**config.mk**
```make
export PLATFORM = sky130hd
export DESIGN_NAME = video_timing_gen_flat
export DESIGN_NICKNAME = d
export VERILOG_FILES = /design/src/rtl/video_timing_gen_if.sv /design/src/rtl/video_timing_gen.sv /design/src/flat_wrapper.sv
export SDC_FILE = /design/constraint.sdc
export NUM_CORES = 1
export LEC_CHECK = 0
export ABC_CLOCK_PERIOD_IN_PS = 2450
export CAP_MARGIN = 20
export CORE_AREA = 2 2 101 103
export CTS_BUF_LIST = sky130_fd_sc_hd__clkbuf_4 sky130_fd_sc_hd__clkbuf_8
export DETAILED_ROUTE_END_ITERATION = 8
export DIE_AREA = 0 0 103 105
export PLACE_DENSITY = 0.54
export SETUP_SLACK_MARGIN = 0.5
export SYNTH_ARGS = -nofsm -noshare
export SYNTH_HDL_FRONTEND = slang
export SYNTH_SLANG_ARGS = --single-unit
```
**constraint.sdc**
```tcl
create_clock -name clk -period 2.45 [get_ports clk]
set_input_delay 0.49 -clock clk [delete_from_list [all_inputs] [get_ports clk]]
set_output_delay 0.49 -clock clk [all_outputs]
set_load 0.01 [all_outputs]
```
**src/rtl/video_timing_gen_if.sv**
```systemverilog
// Video timing interface: control inputs (clock enable, resync) and the
// decoded raster outputs of the timing generator.
interface video_timing_gen_if #(
    parameter int CW = 10,
    parameter int FW = 8
);
    logic          ce;
    logic          resync;
    logic          hsync;
    logic          vsync;
    logic          active;
    logic [CW-1:0] x;
    logic [CW-1:0] y;
    logic          sof;
    logic          eol;
    logic [FW-1:0] frame;

    // Generator side: takes ce/resync, drives the raster outputs.
    modport master (
        input  ce,
        input  resync,
        output hsync,
        output vsync,
        output active,
        output x,
        output y,
        output sof,
        output eol,
        output frame
    );

    // Consumer side: drives ce/resync, observes the raster outputs.
    modport slave (
        output ce,
        output resync,
        input  hsync,
        input  vsync,
        input  active,
        input  x,
        input  y,
        input  sof,
        input  eol,
        input  frame
    );
endinterface

```
**src/rtl/video_timing_gen.sv**
```systemverilog
// Raster timing generator: horizontal/vertical counters with registered
// sync, active-region, coordinate, strobe and frame-count outputs.
// Every output is the decode of the counter value present before the
// clock-enabled edge, so outputs trail the counters by one ce cycle.
module video_timing_gen #(
    parameter int H_TOTAL     = 882,
    parameter int H_SYNC      = 135,
    parameter int H_ACT_START = 143,
    parameter int H_ACT_END   = 864,
    parameter int V_TOTAL     = 370,
    parameter int V_SYNC      = 16,
    parameter int V_ACT_START = 19,
    parameter int V_ACT_END   = 370,
    parameter bit HSYNC_POL   = 1'b1,
    parameter bit VSYNC_POL   = 1'b0,
    parameter int CW          = 10,
    parameter int FW          = 8
) (
    input  logic             clk,
    input  logic             rst_n,
    video_timing_gen_if.master vid
);

    // Refuse to elaborate with an inconsistent raster description.
    generate
        if (!(CW >= 1 && CW < 31 && FW >= 1 &&
              H_SYNC <= H_ACT_START && H_ACT_START < H_ACT_END &&
              H_ACT_END <= H_TOTAL &&
              V_SYNC <= V_ACT_START && V_ACT_START < V_ACT_END &&
              V_ACT_END <= V_TOTAL &&
              H_TOTAL <= (1 << CW) && V_TOTAL <= (1 << CW))) begin : g_bad_params
            $error("video_timing_gen: inconsistent timing parameters");
        end
    endgenerate

    // Comparison thresholds are one bit wider than the counters so that a
    // bound equal to 2^CW is still representable.
    localparam logic [CW:0]   H_SYNC_C  = (CW+1)'(H_SYNC);
    localparam logic [CW:0]   H_AS_C    = (CW+1)'(H_ACT_START);
    localparam logic [CW:0]   H_AE_C    = (CW+1)'(H_ACT_END);
    localparam logic [CW:0]   V_SYNC_C  = (CW+1)'(V_SYNC);
    localparam logic [CW:0]   V_AS_C    = (CW+1)'(V_ACT_START);
    localparam logic [CW:0]   V_AE_C    = (CW+1)'(V_ACT_END);
    localparam logic [CW-1:0] H_LAST    = CW'(H_TOTAL - 1);
    localparam logic [CW-1:0] V_LAST    = CW'(V_TOTAL - 1);
    localparam logic [CW-1:0] H_OFFSET  = CW'(H_ACT_START);
    localparam logic [CW-1:0] V_OFFSET  = CW'(V_ACT_START);

    logic [CW-1:0] hc;
    logic [CW-1:0] vc;
    logic [FW-1:0] frame_q;

    logic          hsync_q;
    logic          vsync_q;
    logic          active_q;
    logic [CW-1:0] x_q;
    logic [CW-1:0] y_q;
    logic          sof_q;
    logic          eol_q;

    logic          hc_last;
    logic          vc_last;
    logic          h_act;
    logic          v_act;
    logic          act_dec;
    logic [CW-1:0] x_dec;
    logic [CW-1:0] y_dec;

    // Decode of the current counter position, registered below.
    always_comb begin
        hc_last = (hc == H_LAST);
        vc_last = (vc == V_LAST);
        h_act   = ({1'b0, hc} >= H_AS_C) && ({1'b0, hc} < H_AE_C);
        v_act   = ({1'b0, vc} >= V_AS_C) && ({1'b0, vc} < V_AE_C);
        act_dec = h_act && v_act;
        x_dec   = '0;
        y_dec   = '0;
        if (act_dec) begin
            x_dec = hc - H_OFFSET;
            y_dec = vc - V_OFFSET;
        end
    end

    // Raster position counters; resync restarts the frame even without ce.
    always_ff @(posedge clk or negedge rst_n) begin
        if (!rst_n) begin
            hc <= '0;
            vc <= '0;
        end else if (vid.resync) begin
            hc <= '0;
            vc <= '0;
        end else if (vid.ce) begin
            if (hc_last) begin
                hc <= '0;
                vc <= vc_last ? '0 : vc + CW'(1);
            end else begin
                hc <= hc + CW'(1);
            end
        end
    end

    // Frame counter steps on the last pixel of the frame, resync or not.
    always_ff @(posedge clk or negedge rst_n) begin
        if (!rst_n) begin
            frame_q <= '0;
        end else if (vid.ce && hc_last && vc_last) begin
            frame_q <= frame_q + FW'(1);
        end
    end

    // Registered outputs; they hold (strobes included) while ce is low.
    always_ff @(posedge clk or negedge rst_n) begin
        if (!rst_n) begin
            hsync_q  <= ~HSYNC_POL;
            vsync_q  <= ~VSYNC_POL;
            active_q <= 1'b0;
            x_q      <= '0;
            y_q      <= '0;
            sof_q    <= 1'b0;
            eol_q    <= 1'b0;
        end else if (vid.ce) begin
            hsync_q  <= ({1'b0, hc} < H_SYNC_C) ? HSYNC_POL : ~HSYNC_POL;
            vsync_q  <= ({1'b0, vc} < V_SYNC_C) ? VSYNC_POL : ~VSYNC_POL;
            active_q <= act_dec;
            x_q      <= x_dec;
            y_q      <= y_dec;
            sof_q    <= (hc == '0) && (vc == '0);
            eol_q    <= hc_last;
        end
    end

    assign vid.hsync  = hsync_q;
    assign vid.vsync  = vsync_q;
    assign vid.active = active_q;
    assign vid.x      = x_q;
    assign vid.y      = y_q;
    assign vid.sof    = sof_q;
    assign vid.eol    = eol_q;
    assign vid.frame  = frame_q;

endmodule

```
**src/flat_wrapper.sv**
```systemverilog
// flat-port wrapper written by rule: the top's interface ports become plain ports
module video_timing_gen_flat 
#(
    parameter int H_TOTAL     = 882,
    parameter int H_SYNC      = 135,
    parameter int H_ACT_START = 143,
    parameter int H_ACT_END   = 864,
    parameter int V_TOTAL     = 370,
    parameter int V_SYNC      = 16,
    parameter int V_ACT_START = 19,
    parameter int V_ACT_END   = 370,
    parameter bit HSYNC_POL   = 1'b1,
    parameter bit VSYNC_POL   = 1'b0,
    parameter int CW          = 10,
    parameter int FW          = 8
)
  (clk, rst_n, vid_ce, vid_resync, vid_hsync, vid_vsync, vid_active, vid_x, vid_y, vid_sof, vid_eol, vid_frame);
  video_timing_gen_if #(.CW(CW), .FW(FW)) vid_i ();
  input  logic clk;
  input  logic rst_n;
  input wire logic [$bits(vid_i.ce)-1:0] vid_ce;
  input wire logic [$bits(vid_i.resync)-1:0] vid_resync;
  output wire logic [$bits(vid_i.hsync)-1:0] vid_hsync;
  output wire logic [$bits(vid_i.vsync)-1:0] vid_vsync;
  output wire logic [$bits(vid_i.active)-1:0] vid_active;
  output wire logic [$bits(vid_i.x)-1:0] vid_x;
  output wire logic [$bits(vid_i.y)-1:0] vid_y;
  output wire logic [$bits(vid_i.sof)-1:0] vid_sof;
  output wire logic [$bits(vid_i.eol)-1:0] vid_eol;
  output wire logic [$bits(vid_i.frame)-1:0] vid_frame;
  assign vid_i.ce = vid_ce;
  assign vid_i.resync = vid_resync;
  assign vid_hsync = vid_i.hsync;
  assign vid_vsync = vid_i.vsync;
  assign vid_active = vid_i.active;
  assign vid_x = vid_i.x;
  assign vid_y = vid_i.y;
  assign vid_sof = vid_i.sof;
  assign vid_eol = vid_i.eol;
  assign vid_frame = vid_i.frame;
  video_timing_gen #(.H_TOTAL(H_TOTAL), .H_SYNC(H_SYNC), .H_ACT_START(H_ACT_START), .H_ACT_END(H_ACT_END), .V_TOTAL(V_TOTAL), .V_SYNC(V_SYNC), .V_ACT_START(V_ACT_START), .V_ACT_END(V_ACT_END), .HSYNC_POL(HSYNC_POL), .VSYNC_POL(VSYNC_POL), .CW(CW), .FW(FW)) u_core (.clk(clk), .rst_n(rst_n), .vid(vid_i));
endmodule
```
==> flow_metrics.py, run 1 <==
metrics = {
    "run_status": {
        "status": "complete, no violations",
    },
    "worst_setup_path": {
        "regToRegSetupSlack_ns": 0.56,
        "path_max_fanout": 7,
        "cp.required_ns": 2.66,
        "rr_startpoint": "u_core.hc[0]",
        "crit_path_end_kind": "register",
        "r2r_cells": 6,
        "cp-start-kind": "register",
        "worstPathArrival_ns": 2.10,
        "worstReg2RegEnd": "u_core.vid.active",
        "critical_path_class": "register to register",
    },
    "power": {
        "p_per_area_nw_per_um2": 428,
        "finalPower_mw": 1.59,
        "max-vdd-ir-drop_uv": 263,
        "leakagePower_nw": 1.59,
    },
    "yosys": {
        "yosysSeqAreaShare_pct": 46.1,
        "ys.flop_type": "dfrtp_1",
        "ys_async_sr_fraction_pct": 100,
        "yosys_warnings": 0,
        "synth_cells": 299,
        "synth-seq-cells": 53,
        "syn_nets": 310,
        "syn_area_per_cell_um2": 9.63,
        "synth_area_um2": 2880,
        "synth_cell_types": 51,
        "synth_edf_count": 0,
    },
    "finish": {
        "multiInputGateArea_um2": 1490,
        "final_common_cell": "dfrtp_1",
        "seq_area_um2": 1330,
        "antennaDiodeCount": 0,
        "final_util_pct": 38.7,
        "fill_cells": 987,
        "layout.nets": 362,
        "area_delta_synth_final_pct": 29.5,
        "drive_gt1_share_pct": 20.2,
        "mostFrequentLayoutCells": "dfrtp_1 (47), clkdlybuf4s50_1 (34), nand2_1 (29), buf_4 (29), nor2_1 (22)",
    },
    "clocking": {
        "ctsHoldBuffers": 0,
        "tritoncts": "yes",
        "clk_pin_slew_worst_paths_ns": 0.11,
        "ctsLongestPathBuffers": 2,
        "cts_buffers": 5,
        "cts_sinks": 53,
        "cts_root_buf": "clkbuf_8",
        "htreeDepth": 2,
        "insertion_delay_ns": 0.32,
    },
    "die": {
        "top_level_ports": 37,
        "rows": 36,
        "die_h_um": 105,
        "start_util_pct": 29.9,
        "core_um2": 9640,
        "die_width_um": 103,
        "die_area_um2": 10800,
    },
    "placed_design": {
        "gp_congestion": 0.841,
        "place.port_buffers": 36,
        "dp_slack_ns": 0.0749,
        "place_hpwl_mm": 4.84,
    },
    "timing": {
        "clock.fmax_mhz": 529,
        "rsz0062_at_grt": "true",
        "tightest_slew_ns": 0.709,
        "layout_setup_ws_ns": 0.560,
        "drv_slew": 0,
        "period_share_pct": 77.2,
        "skew_ns": 0.0157,
        "post-route-min-period_ns": 1.89,
        "finalSetupViolCount": 0,
        "finalHoldViolCount": 0,
        "slew_headroom_pct": 52.7,
        "setup_tns_ns": 0,
    },
    "drt": {
        "dr.pass1.iters": 4,
        "viasPerCell": 4.89,
        "routed_wl_mm": 7.02,
        "dr_total_vias": 2371,
        "drt_drc_violations_left": 0,
        "wl_per_cell_um": 14.5,
        "drtIter0Drc": 165,
        "postRouteAntennaNets": 0,
    },
    "grt": {
        "grt_pass1_wl_mm": 11.9,
        "antenna_found_initial": 0,
        "gr-total-overflow": 0,
        "grt_max_degree": 54,
        "grt_pass1_vias": 2310,
        "grt_usage_pct": 13.8,
    },
    "hold_path": {
        "hold_path_class": "input pin to asynchronous set/reset pin",
    },
    "flow_run": {
        "max_cap_viol_count": 0,
    },
}
## cells by family (layout without fill, tap and decap cells)
family | Yosys count | in the layout | synth area share [%]
AO/OA/AOI/OAI | 62 | 62 | 15.6
XOR/XNOR | 29 | 29 | 8.82
adder cells (fa/ha/maj) | 7 | 7 | 3.04
buffers and inverters | 34 | 87 | 5.34
flip-flops | 53 | 53 | 46.1
multiplexers | 2 | 2 | 0.782
AND/OR/NAND/NOR | 112 | 112 | 20.4
## report_power, final
group / internal [mW] / total [mW] / switching (mW)
clock network: 0.230 / 0.541 / 0.311
logic: 0.0675 / 0.154 / 0.0864
registers: 0.887 / 0.899 / 0.0123
## routing by layer
metal / track usage (%) / part of all wire, %
met5: 0 / 0
met4: 3.38 / 1.2
met3: 2.21 / 5.0
met2: 19.4 / 44
met1: 21.8 / 50
## sequential cells by signal (all words and copies together) (netlist names)
register	cells
u_core.hc	10
u_core.vc	10
u_core.vid.active	1
u_core.vid.eol	1
u_core.vid.frame	8
u_core.vid.hsync	1
u_core.vid.sof	1
u_core.vid.vsync	1
u_core.vid.x	10
u_core.vid.y	10
## layout make-up
class                   count  area share, %
flip-flops and latches     53           35.8
clock buffers               6           2.21
well taps                 133           4.46
inverters                  12           1.21
clock inverters             2          0.369
multi-input cells         212           40.0
repair buffers             67           15.9
## cells in the mapped netlist, types with 2 or more instances
master,n,area (µm²)
a21o_1,2,15.0
a21oi_1,9,45.0
a22o_1,7,61.3
and3_1,4,25.0
buf_2,9,45.0
buf_4,2,15.0
clkbuf_1,9,33.8
dfrtp_1,52,1300
ha_1,7,87.6
inv_1,11,41.3
nand2_1,29,109
nand2b_1,2,12.5
nand3_1,8,40.0
nand4_1,8,50.1
nor2_1,22,82.6
nor2b_1,2,12.5
nor3_1,16,80.1
nor4_1,6,37.5
o21ai_0,15,75.1
o21ai_1,2,10.0
o2bb2ai_1,9,78.8
o31ai_1,6,45.0
o41ai_1,2,17.5
or3_1,6,37.5
xnor2_1,20,175
xor2_1,9,78.8
## per-stage QoR
step                cell area [µm²]  std cells  hold WS (ns)
global route                   3730        485         0.350
detailed placement             3450        466         0.463
floorplan                      2890        299         0.194
global placement               3450        466         0.464
CTS                            3580        475         0.328
finish                         3730        485         0.277
## timing repair
item                       in CTS  in global routing
pin swaps                       0                  8
setup endpoints to repair      13                 33
buffers inserted                1                 10
resized for setup               9                 17
cloned                          0                  0
## worst max path at each step
stage                       from                  end  slack (ns)
floorplan           u_core.vc[1]  u_core.vid.frame[1]        0.49
global placement          vid_ce         u_core.vc[8]        0.12
detailed placement        vid_ce         u_core.vc[8]        0.07
CTS                 u_core.vc[0]    u_core.vid.active        0.46
global route        u_core.hc[2]         u_core.vc[9]        0.45
finish              u_core.hc[0]    u_core.vid.active        0.56
## worst max-delay path, cell delays in order (launching register included)
cell and delay, ns:
dfrtp_1 0.42, ha_1 0.21, and3_1 0.22, o41ai_4 0.29, a211oi_2 0.15, o21a_2 0.21
mux2_2 0.29
No activity file was read; power rests on OpenSTA's default activity.
==> inputs of run 2 (changes only) <==
- ABC_CLOCK_PERIOD_IN_PS: 2450 -> 1820
- clock period: 2.45 -> 1.82 ns (I/O delays scaled with it)
==> flow_metrics.py, run 2 (synthesis results as in run 1) <==
metrics = {
    "run_status": {
        "status": "complete, but fails checks",
        "violations": "negative setup slack",
    },
    "finish": {
        "final_util_pct": 50.0,
        "final_cells": 571,
        "drive_gt1_share_pct": 56.4,
        "mostFrequentLayoutCells": "buf_4 (85), dfrtp_1 (50), buf_6 (28), nand2_1 (24), clkbuf_2 (18)",
        "area_delta_synth_final_pct": 67.2,
        "final_common_cell": "buf_4",
        "layout.nets": 448,
        "antennaDiodeCount": 0,
    },
    "die": {
        "die_h_um": 105,
        "rows": 36,
        "start_util_pct": 29.9,
        "die_width_um": 103,
        "top_level_ports": 37,
        "core_um2": 9640,
        "die_area_um2": 10800,
    },
    "timing": {
        "tightest_slew_ns": 0.395,
        "finalSetupViolCount": 16,
        "drv_slew": 0,
        "hold_slack_ns": 0.0274,
        "slew_headroom_pct": 73.7,
        "setup_tns_ns": -0.362,
        "post-route-min-period_ns": 1.86,
        "skew_ns": 0.00814,
        "finalHoldViolCount": 0,
        "period_share_pct": 102,
        "layout_setup_ws_ns": -0.0359,
        "clock.fmax_mhz": 539,
        "rsz0062_at_grt": "true",
    },
    "clocking": {
        "tritoncts": "yes",
        "htreeDepth": 2,
        "ctsHoldBuffers": 0,
        "cts_root_buf": "clkbuf_8",
        "cts_buffers": 5,
        "clk_pin_slew_worst_paths_ns": 0.11,
        "ctsLongestPathBuffers": 2,
        "insertion_delay_ns": 0.32,
        "cts_sinks": 53,
    },
    "worst_setup_path": {
        "critical_path_class": "register to register",
        "max_stage_delay_ns": 0.41,
        "crit_path_end_kind": "register",
        "worstReg2RegEnd": "u_core.vid.x[0]",
        "regToRegSetupSlack_ns": -0.04,
        "cpMaxStageDelayCell": "dfrtp_1",
        "rr_startpoint": "u_core.hc[1]",
        "cp-start-kind": "register",
        "path_max_fanout": 13,
        "crit_chain": "buf_6 > ha_4 > and3_4 > o41ai_4 > a211oi_2 > buf_4 > o21ai_4 > buf_12 > o31ai_2",
        "cp.required_ns": 2.02,
        "worstPathArrival_ns": 2.06,
        "r2r_cells": 9,
    },
    "drt": {
        "viasPerCell": 4.91,
        "dr_total_vias": 2805,
        "dr.pass1.iters": 4,
        "drt_drc_violations_left": 0,
        "wl_per_cell_um": 15.8,
        "drtIter0Drc": 114,
        "postRouteAntennaNets": 0,
        "routed_wl_mm": 9.03,
    },
    "placed_design": {
        "placedCellCount": 502,
        "place.port_buffers": 36,
        "gp_congestion": 0.828,
        "place_hpwl_mm": 5.65,
    },
    "grt": {
        "grt_max_degree": 54,
        "grt_usage_pct": 16.5,
        "gr-total-overflow": 0,
        "grt_pass1_vias": 2824,
        "grt_pass1_wl_mm": 14.2,
        "antenna_found_initial": 0,
    },
    "flow_run": {
        "max_cap_viol_count": 0,
    },
    "power": {
        "leakagePower_nw": 2.26,
        "max-vdd-ir-drop_uv": 479,
        "finalPower_mw": 2.38,
        "p_per_area_nw_per_um2": 494,
    },
    "hold_path": {
        "hold_path_class": "input pin to asynchronous set/reset pin",
    },
}
[run 2: repair_timing]
action	4_1_cts	5_1_grt
setup buffers	40	20
gates cloned	1	0
endpoints found under the setup margin	86	74
gates resized for setup	174	55
pin swaps	35	27
[run 2: metal layers]
metal	part of all wire [%]	track usage (%)	routed length (µm)	up-vias
met2	49	26.6	4450	55
met1	47	23.0	4210	1404
met4	1.2	3.85	110	0
met3	3.0	2.47	270	8
met5	0	0	0	-
li1	-	-	-	1338
[run 2: stage by stage]
stage	setup slack (ns)	area [µm²]
3_3_place_gp	-0.346	3880
3_5_place_dp	-0.370	3880
5_1_grt	-0.101	4820
2_1_floorplan	-0.135	3050
6_report	-0.0359	4820
4_1_cts	-0.0211	4600
[run 2: how the worst max path moves through the flow]
stage,endpoint,startpoint,cells after the start
global route,u_core.vc[8],u_core.vc[1],8
floorplan,u_core.vid.frame[1],u_core.vc[1],7
global placement,u_core.vc[8],vid_ce,6
CTS,u_core.vc[8],u_core.vc[0],7
detailed placement,u_core.vc[8],vid_ce,6
finish,u_core.vid.x[0],u_core.hc[1],9
[run 2: cell type report]
cell class	instances	area, µm²
Inverter	12	45.0
Fill cell	896	4820
Clock inverter	3	46.3
Timing Repair Buffer	152	1210
Clock buffer	5	68.8
Multi-Input combinational cell	213	1950
Sequential cell	53	1330
Tap cell	133	166
[run 2: critical path: cells and delay by family (launching register included)]
family	cells	cell delay, ns
AOI/OAI and AO/OA	4	0.53
buffers and inverters	3	0.47
DFF	1	0.41
adders and majority gates	1	0.15
and+or+nand+nor	1	0.15
[run 2: where the power goes]
| group | leakage (nW) | total, mW | internal [mW] | switching [mW] |
|---|---|---|---|---|
| sequential | 0.727 | 1.21 | 1.19 | 0.0129 |
| combinational | 1.48 | 0.323 | 0.149 | 0.174 |
| clock | 0.0543 | 0.851 | 0.413 | 0.438 |
| total | 2.26 | 2.38 | 1.76 | 0.625 |
